--- src/rtl/rns_pkg.sv ---
// Shared constants for the RNS reverse converter: moduli, pairwise inverses,
// dynamic range, and the controller state encoding.
package rns_pkg;

  typedef logic [7:0] residue_t;

  // Moduli shared with the RNS FIR datapath (pairwise coprime, all < 256).
  localparam residue_t B0 = 8'd255;
  localparam residue_t B1 = 8'd254;
  localparam residue_t B2 = 8'd253;
  localparam residue_t B3 = 8'd251;

  localparam int unsigned NUM_RES = 4;

  // Dynamic range M = B0*B1*B2*B3 and the signed split point ceil(M/2).
  localparam logic [33:0] M      = 34'(B0) * 34'(B1) * 34'(B2) * 34'(B3);
  localparam logic [33:0] HALF_M = (M + 34'd1) >> 1;

  localparam logic [2:0] MRC_STEPS   = 3'd6;
  localparam logic [2:0] RECON_STEPS = 3'd3;

  typedef enum logic [2:0] {
    ST_IDLE  = 3'd0,
    ST_MRC   = 3'd1,
    ST_RECON = 3'd2,
    ST_FIX   = 3'd3,
    ST_DONE  = 3'd4
  } state_e;

  // Modulus of residue channel k.
  function automatic residue_t modulus(input logic [1:0] k);
    case (k)
      2'd0:    modulus = B0;
      2'd1:    modulus = B1;
      2'd2:    modulus = B2;
      default: modulus = B3;
    endcase
  endfunction

  // INV[i][j] = (B_i)^-1 mod B_j, only the pairs used by MRC (i < j).
  function automatic residue_t inv(input logic [1:0] i, input logic [1:0] j);
    case ({i, j})
      4'b00_01: inv = 8'd1;    // 255 = 1 mod 254
      4'b00_10: inv = 8'd127;  // 255 = 2 mod 253
      4'b00_11: inv = 8'd63;   // 255 = 4 mod 251
      4'b01_10: inv = 8'd1;    // 254 = 1 mod 253
      4'b01_11: inv = 8'd84;   // 254 = 3 mod 251
      4'b10_11: inv = 8'd126;  // 253 = 2 mod 251
      default:  inv = 8'd0;
    endcase
  endfunction

  // MRC step order: (0,1) (0,2) (0,3) (1,2) (1,3) (2,3).
  function automatic logic [1:0] mrc_i(input logic [2:0] step);
    case (step)
      3'd0, 3'd1, 3'd2: mrc_i = 2'd0;
      3'd3, 3'd4:       mrc_i = 2'd1;
      default:          mrc_i = 2'd2;
    endcase
  endfunction

  function automatic logic [1:0] mrc_j(input logic [2:0] step);
    case (step)
      3'd0:       mrc_j = 2'd1;
      3'd1, 3'd3: mrc_j = 2'd2;
      default:    mrc_j = 2'd3;
    endcase
  endfunction

endpackage

--- src/rtl/rns_mod_mulsub.sv ---
// Combinational modular multiply-subtract: p = ((a - b) mod m) * c mod m.
// Operands are reduced first because b is a residue of a different modulus
// and may exceed m.
module rns_mod_mulsub
  import rns_pkg::*;
(
  input  residue_t a,
  input  residue_t b,
  input  residue_t m,
  input  residue_t c,
  output residue_t p
);

  residue_t    a_red;
  residue_t    b_red;
  logic [8:0]  diff;
  residue_t    diff_red;
  logic [15:0] prod;
  logic [15:0] prod_red;

  // Reduce, subtract with +m bias, multiply by inverse, reduce again.
  always_comb begin
    a_red = a % m;
    b_red = b % m;
    diff  = {1'b0, a_red} + {1'b0, m} - {1'b0, b_red};
    if (diff >= {1'b0, m}) begin
      diff_red = 8'(diff - {1'b0, m});
    end else begin
      diff_red = diff[7:0];
    end
    prod     = {8'b0, diff_red} * {8'b0, c};
    prod_red = prod % {8'b0, m};
    p        = prod_red[7:0];
  end

endmodule

--- src/rtl/rns_to_bin.sv ---
// RNS to binary reverse converter: sequential mixed-radix conversion using
// one shared modular multiply-subtract, then Horner recombination.
//
// state    | meaning
// ---------+------------------------------------------------------------
// IDLE     | in_ready high, waiting for in_valid
// MRC      | six mixed-radix steps, one residue pair per cycle
// RECON    | three Horner steps building the 34-bit accumulator
// FIX      | signed mapping / error zeroing, raise out_valid
// DONE     | hold y/err until out_ready
module rns_to_bin
  import rns_pkg::*;
#(
  parameter bit SIGNED = 1'b1
) (
  input  logic        clk,
  input  logic        reset,
  input  logic        in_valid,
  output logic        in_ready,
  input  logic [31:0] x_rns,
  output logic        out_valid,
  input  logic        out_ready,
  output logic [31:0] y,
  output logic        err
);

  state_e      state_q, state_d;
  logic [2:0]  cnt_q, cnt_d;
  residue_t    r_q [NUM_RES];
  residue_t    r_d [NUM_RES];
  logic [33:0] acc_q, acc_d;
  logic [31:0] y_q, y_d;
  logic        err_q, err_d;
  logic        in_ready_q, in_ready_d;
  logic        out_valid_q, out_valid_d;

  logic        in_err;
  logic [2:0]  mrc_step;
  logic [1:0]  mi;
  logic [1:0]  mj;
  residue_t    ms_a, ms_b, ms_m, ms_c, ms_p;

  logic [2:0]  recon_step;
  logic [33:0] horner_base;
  residue_t    horner_mod;
  residue_t    horner_digit;
  logic [33:0] horner_next;

  // Flag any incoming residue that is out of range for its modulus.
  always_comb begin
    in_err = 1'b0;
    for (int k = 0; k < NUM_RES; k++) begin
      if (x_rns[8*k +: 8] >= modulus(2'(k))) begin
        in_err = 1'b1;
      end
    end
  end

  // Select the residue pair and inverse for the current MRC step.
  always_comb begin
    mrc_step = MRC_STEPS - 3'd1 - cnt_q;
    mi       = mrc_i(mrc_step);
    mj       = mrc_j(mrc_step);
    ms_a     = r_q[mj];
    ms_b     = r_q[mi];
    ms_m     = modulus(mj);
    ms_c     = inv(mi, mj);
  end

  rns_mod_mulsub u_mulsub (
    .a (ms_a),
    .b (ms_b),
    .m (ms_m),
    .c (ms_c),
    .p (ms_p)
  );

  // One Horner step: acc*B + d, seeded from d3 on the first step.
  always_comb begin
    recon_step = RECON_STEPS - 3'd1 - cnt_q;
    case (recon_step)
      3'd0: begin
        horner_base  = 34'(r_q[3]);
        horner_mod   = B2;
        horner_digit = r_q[2];
      end
      3'd1: begin
        horner_base  = acc_q;
        horner_mod   = B1;
        horner_digit = r_q[1];
      end
      default: begin
        horner_base  = acc_q;
        horner_mod   = B0;
        horner_digit = r_q[0];
      end
    endcase
    horner_next = horner_base * 34'(horner_mod) + 34'(horner_digit);
  end

  // Controller next-state and datapath update.
  always_comb begin
    state_d     = state_q;
    cnt_d       = cnt_q;
    r_d         = r_q;
    acc_d       = acc_q;
    y_d         = y_q;
    err_d       = err_q;
    in_ready_d  = in_ready_q;
    out_valid_d = out_valid_q;

    case (state_q)
      ST_IDLE: begin
        in_ready_d = 1'b1;
        if (in_ready_q && in_valid) begin
          for (int k = 0; k < NUM_RES; k++) begin
            r_d[k] = x_rns[8*k +: 8];
          end
          err_d      = in_err;
          in_ready_d = 1'b0;
          cnt_d      = MRC_STEPS - 3'd1;
          state_d    = ST_MRC;
        end
      end

      ST_MRC: begin
        r_d[mj] = ms_p;
        if (cnt_q == 3'd0) begin
          cnt_d   = RECON_STEPS - 3'd1;
          state_d = ST_RECON;
        end else begin
          cnt_d = cnt_q - 3'd1;
        end
      end

      ST_RECON: begin
        acc_d = horner_next;
        if (cnt_q == 3'd0) begin
          state_d = ST_FIX;
        end else begin
          cnt_d = cnt_q - 3'd1;
        end
      end

      ST_FIX: begin
        if (err_q) begin
          y_d = '0;
        end else if (SIGNED && (acc_q >= HALF_M)) begin
          y_d = 32'(acc_q - M);
        end else begin
          y_d = acc_q[31:0];
        end
        out_valid_d = 1'b1;
        state_d     = ST_DONE;
      end

      ST_DONE: begin
        if (out_ready) begin
          out_valid_d = 1'b0;
          in_ready_d  = 1'b1;
          state_d     = ST_IDLE;
        end
      end

      default: begin
        state_d     = ST_IDLE;
        in_ready_d  = 1'b0;
        out_valid_d = 1'b0;
      end
    endcase
  end

  // State and datapath registers; reset aborts any conversion in flight.
  always_ff @(posedge clk or negedge reset) begin
    if (!reset) begin
      state_q     <= ST_IDLE;
      cnt_q       <= '0;
      for (int k = 0; k < NUM_RES; k++) begin
        r_q[k] <= '0;
      end
      acc_q       <= '0;
      y_q         <= '0;
      err_q       <= 1'b0;
      in_ready_q  <= 1'b0;
      out_valid_q <= 1'b0;
    end else begin
      state_q     <= state_d;
      cnt_q       <= cnt_d;
      r_q         <= r_d;
      acc_q       <= acc_d;
      y_q         <= y_d;
      err_q       <= err_d;
      in_ready_q  <= in_ready_d;
      out_valid_q <= out_valid_d;
    end
  end

  assign in_ready  = in_ready_q;
  assign out_valid = out_valid_q;
  assign y         = y_q;
  assign err       = err_q;

endmodule

--- config.mk ---
export PLATFORM = sky130hd
export DESIGN_NAME = rns_to_bin
export DESIGN_NICKNAME = d
export VERILOG_FILES = /design/src/rtl/rns_pkg.sv /design/src/rtl/rns_mod_mulsub.sv /design/src/rtl/rns_to_bin.sv
export SDC_FILE = /design/constraint.sdc
export NUM_CORES = 1
export LEC_CHECK = 0
export CORE_MARGIN = 2
export CORE_UTILIZATION = 61
export DETAILED_ROUTE_END_ITERATION = 8
export PLACE_DENSITY = 0.86
export SYNTH_ARGS = -nofsm -noshare
export SYNTH_HDL_FRONTEND = slang
export SYNTH_SLANG_ARGS = --single-unit
--- constraint.sdc ---
create_clock -name clk -period 59.6 [get_ports clk]
set_input_delay 11.92 -clock clk [delete_from_list [all_inputs] [get_ports clk]]
set_output_delay 11.92 -clock clk [all_outputs]
set_load 0.005 [all_outputs]
==> impl_results.md <==
- Slew margin rel.: 27.2%
- Register bit count reported by yosys: 107
- Register area: 2680 um2
- Flop2flop setup slack: 34.23 ns
- Main synth FF type: dfrtp_1
- DPL Wire Length: 35.0 mm
- Later-pin clock latency in the skew report: 0.37 ns
- Overflow after GRT: 0
- Area Growth Syn to Fin: 7.48%
- CP Capture Type: flip-flop
- Synth cell types: 89
- Gpl congestion: 0.925
- DRC violations left: 0
- Status: complete, no violations
- Max-capacitance violation count: 0
- Syn Area/Cell: 8.68 um2
- Initial antenna violation count: 0
- Hold Path Class: flip-flop to flip-flop
- Finish-stage setup viols: 0
- Post-CTS Setup Inserts: 0
- Initial Util: 61.6%
- Minimum clock period: 25.37 ns
- Synthesized net count: 2347
- Area of the multi-input gates: 13100 um2
- Ys Warns: 0
- Vias in the first global route: 14700
- CTS tree: built
- Core box area: 27700 um2
- CTS max path bufs: 2
- Layout cells sized above 1: 4.81%
- RSZ-0062 raised after global routing: false
- Area leader, netlist: fa_1
- Clk slew on worst S/H paths: 0.09 ns
- Crit-path most repeated cell: ha_1
- Fin. Hold Viols: 0
- Post-cts resize count: 0
- Achievable clock frequency: 0.0394 GHz
- Synth Cell Area: 17100 um2
- Setup TNS: 0 ns
- Largest net degree at the start of global routing: 63
- DRT iter0 DRCs: 1465
- Hold Path Origin: y[16]
- Synth cell count leaders: 269 x inv_1, 188 x nand2_1, 183 x fa_1
- TritonCTS Buffers: 9
- Hold worst-path end: y[16]
- Synth Instances: 1968
- Initial DRT Pass Iterations: 5
- WL final: 43.4 mm
- Crit path arrival time: 25.62 ns
- Top cell type's share of synthesized area: 21.4%
- Crit path max fanout: 15
- Fill cells: 2169
- Antenna cell count: 0
- Sequential-to-total area share from yosys stat: 15.7%
- Vias after detailed routing: 14700
- H-tree levels: 3
- Slew at the pin with the worst max-slew slack: 1.09 ns
- Sink Count: 107
- Root buf cell: clkbuf_16
- Asr flop ratio synth: 100%
- Area contributors post-synth: fa_1 21%, dfrtp_1 16%, ha_1 12%, inv_1 5.9%, o21ai_0 4.2%
- Hold_buf cts: 0
- RR Endpoint: r_q[2]
- First-pass GRT wire length: 72.8 mm
- Critical path's largest stage delay: 0.61 ns
- All-layer global routing usage: 30.7%
- Reg2Reg Depth: 107
- Period utilization: 42.6%
- Port buffer count: 70
- Die Span Y: 171 um
- Wirelength per Cell: 18.3 um
- Most common cell in the netlist: inv_1
- Crit path required time: 59.85 ns
- R2r startpoint: cnt_q[1]
- Final net count: 2371
- Die area: 29400 um2
- Vias per inst: 6.18
- IO Pins: 71
- Slowest cell on the critical path: ha_1
- Rows: 61
- Horiz. Die Dim: 171 um
- Slew Limit Fails: 0
- EDFF count, synth: 0
- Clk_skew: 0.0175 ns
- Crit Path Class: flip-flop to flip-flop
- Crit path launch type: flip-flop
- Antenna Nets Post-Route: 0
- Worst Hold Path Cells: 2
cells by family (layout without fill, tap and decap cells):
group | Yosys count | after routing | synth area share (%)
flops | 107 | 107 | 15.7
fa+ha+maj | 343 | 343 | 33.2
simple gates | 560 | 560 | 16.0
buf+inv | 336 | 365 | 7.50
xor+xnor | 113 | 113 | 5.79
mux | 52 | 52 | 3.86
compound gates | 457 | 457 | 18.0
flip-flops by register name, summed over array words and instances, names as in the netlist:
register	count
y	32
cnt_q	3
state_q	3
r_q	32
err	1
acc_q	34
in_ready	1
out_valid	1
worst max-delay path by stage:
stage              from     end  slack, ns  depth (start not counted)
2_1_floorplan  cnt_q[1]  r_q[2]      36.98                        109
4_1_cts        cnt_q[1]  r_q[2]      34.57                        106
3_5_place_dp   cnt_q[1]  r_q[2]      34.65                        105
6_report       cnt_q[1]  r_q[2]      34.23                        107
5_1_grt        cnt_q[1]  r_q[2]      31.93                        107
3_3_place_gp   cnt_q[1]  r_q[2]      35.75                        104
metal layers:
metal	routed length (um)	share of wire [%]	track usage, %
met1	18400	43	40.9
met2	20900	48	51.5
met3	2400	5.5	3.11
met4	1650	3.8	12.4
met5	0	0	0
cell usage in the layout (no fill, tap or decap), types with 14 or more instances in the layout:
| cell | count |
|---|---|
| inv_1 | 269 |
| nand2_1 | 188 |
| fa_1 | 183 |
| ha_1 | 160 |
| o21ai_0 | 144 |
| nor2_1 | 128 |
| dfrtp_1 | 107 |
| xnor2_1 | 76 |
| a21oi_1 | 71 |
| clkdlybuf4s50_1 | 69 |
| and2_1 | 48 |
| xor2_1 | 37 |
| nor3_1 | 34 |
| nand3_1 | 33 |
| o21a_1 | 29 |
| a22oi_1 | 27 |
| nand2b_1 | 24 |
| a21o_1 | 22 |
| mux2i_1 | 22 |
| nor2b_1 | 20 |
| mux2_2 | 19 |
| o31ai_1 | 16 |
| or3_1 | 14 |
area by class of cell:
type,instances,area share [%]
tap,378,2.58
timing repair buffer,80,4.21
multi-input combinational,1525,71.5
clock inverter,6,0.348
sequential,107,14.6
clock buffer,10,1.30
inverter,269,5.50
through the flow:
step           cell area, um2  util, %  hold WS, ns  std cells  setup slack, ns
2_1_floorplan           17100        -        0.465       1968            36.98
3_3_place_gp            18100     65.2        0.464       2359            35.75
3_5_place_dp            18100     65.2        0.470       2359            34.65
4_1_cts                 18400     66.3        0.489       2375            34.57
5_1_grt                 18400     66.3        0.510       2375            31.93
6_report                18400     66.3        0.486       2375            34.23
worst max-delay path: cells and delay by family, from the launching register on:
| family | cells | cell delay, ns |
|---|---|---|
| and+or+nand+nor | 27 | 4.02 |
| adders and majority gates | 20 | 7.20 |
| AOI/OAI and AO/OA | 38 | 8.95 |
| muxes | 10 | 3.10 |
| xor gates and xnor gates | 2 | 0.50 |
| buffers and inverters | 10 | 0.95 |
| DFF | 1 | 0.49 |
Power is left out: the tool's default activity adds up to more than one toggle a clock period on the data nets, which glitch-free logic cannot reach.
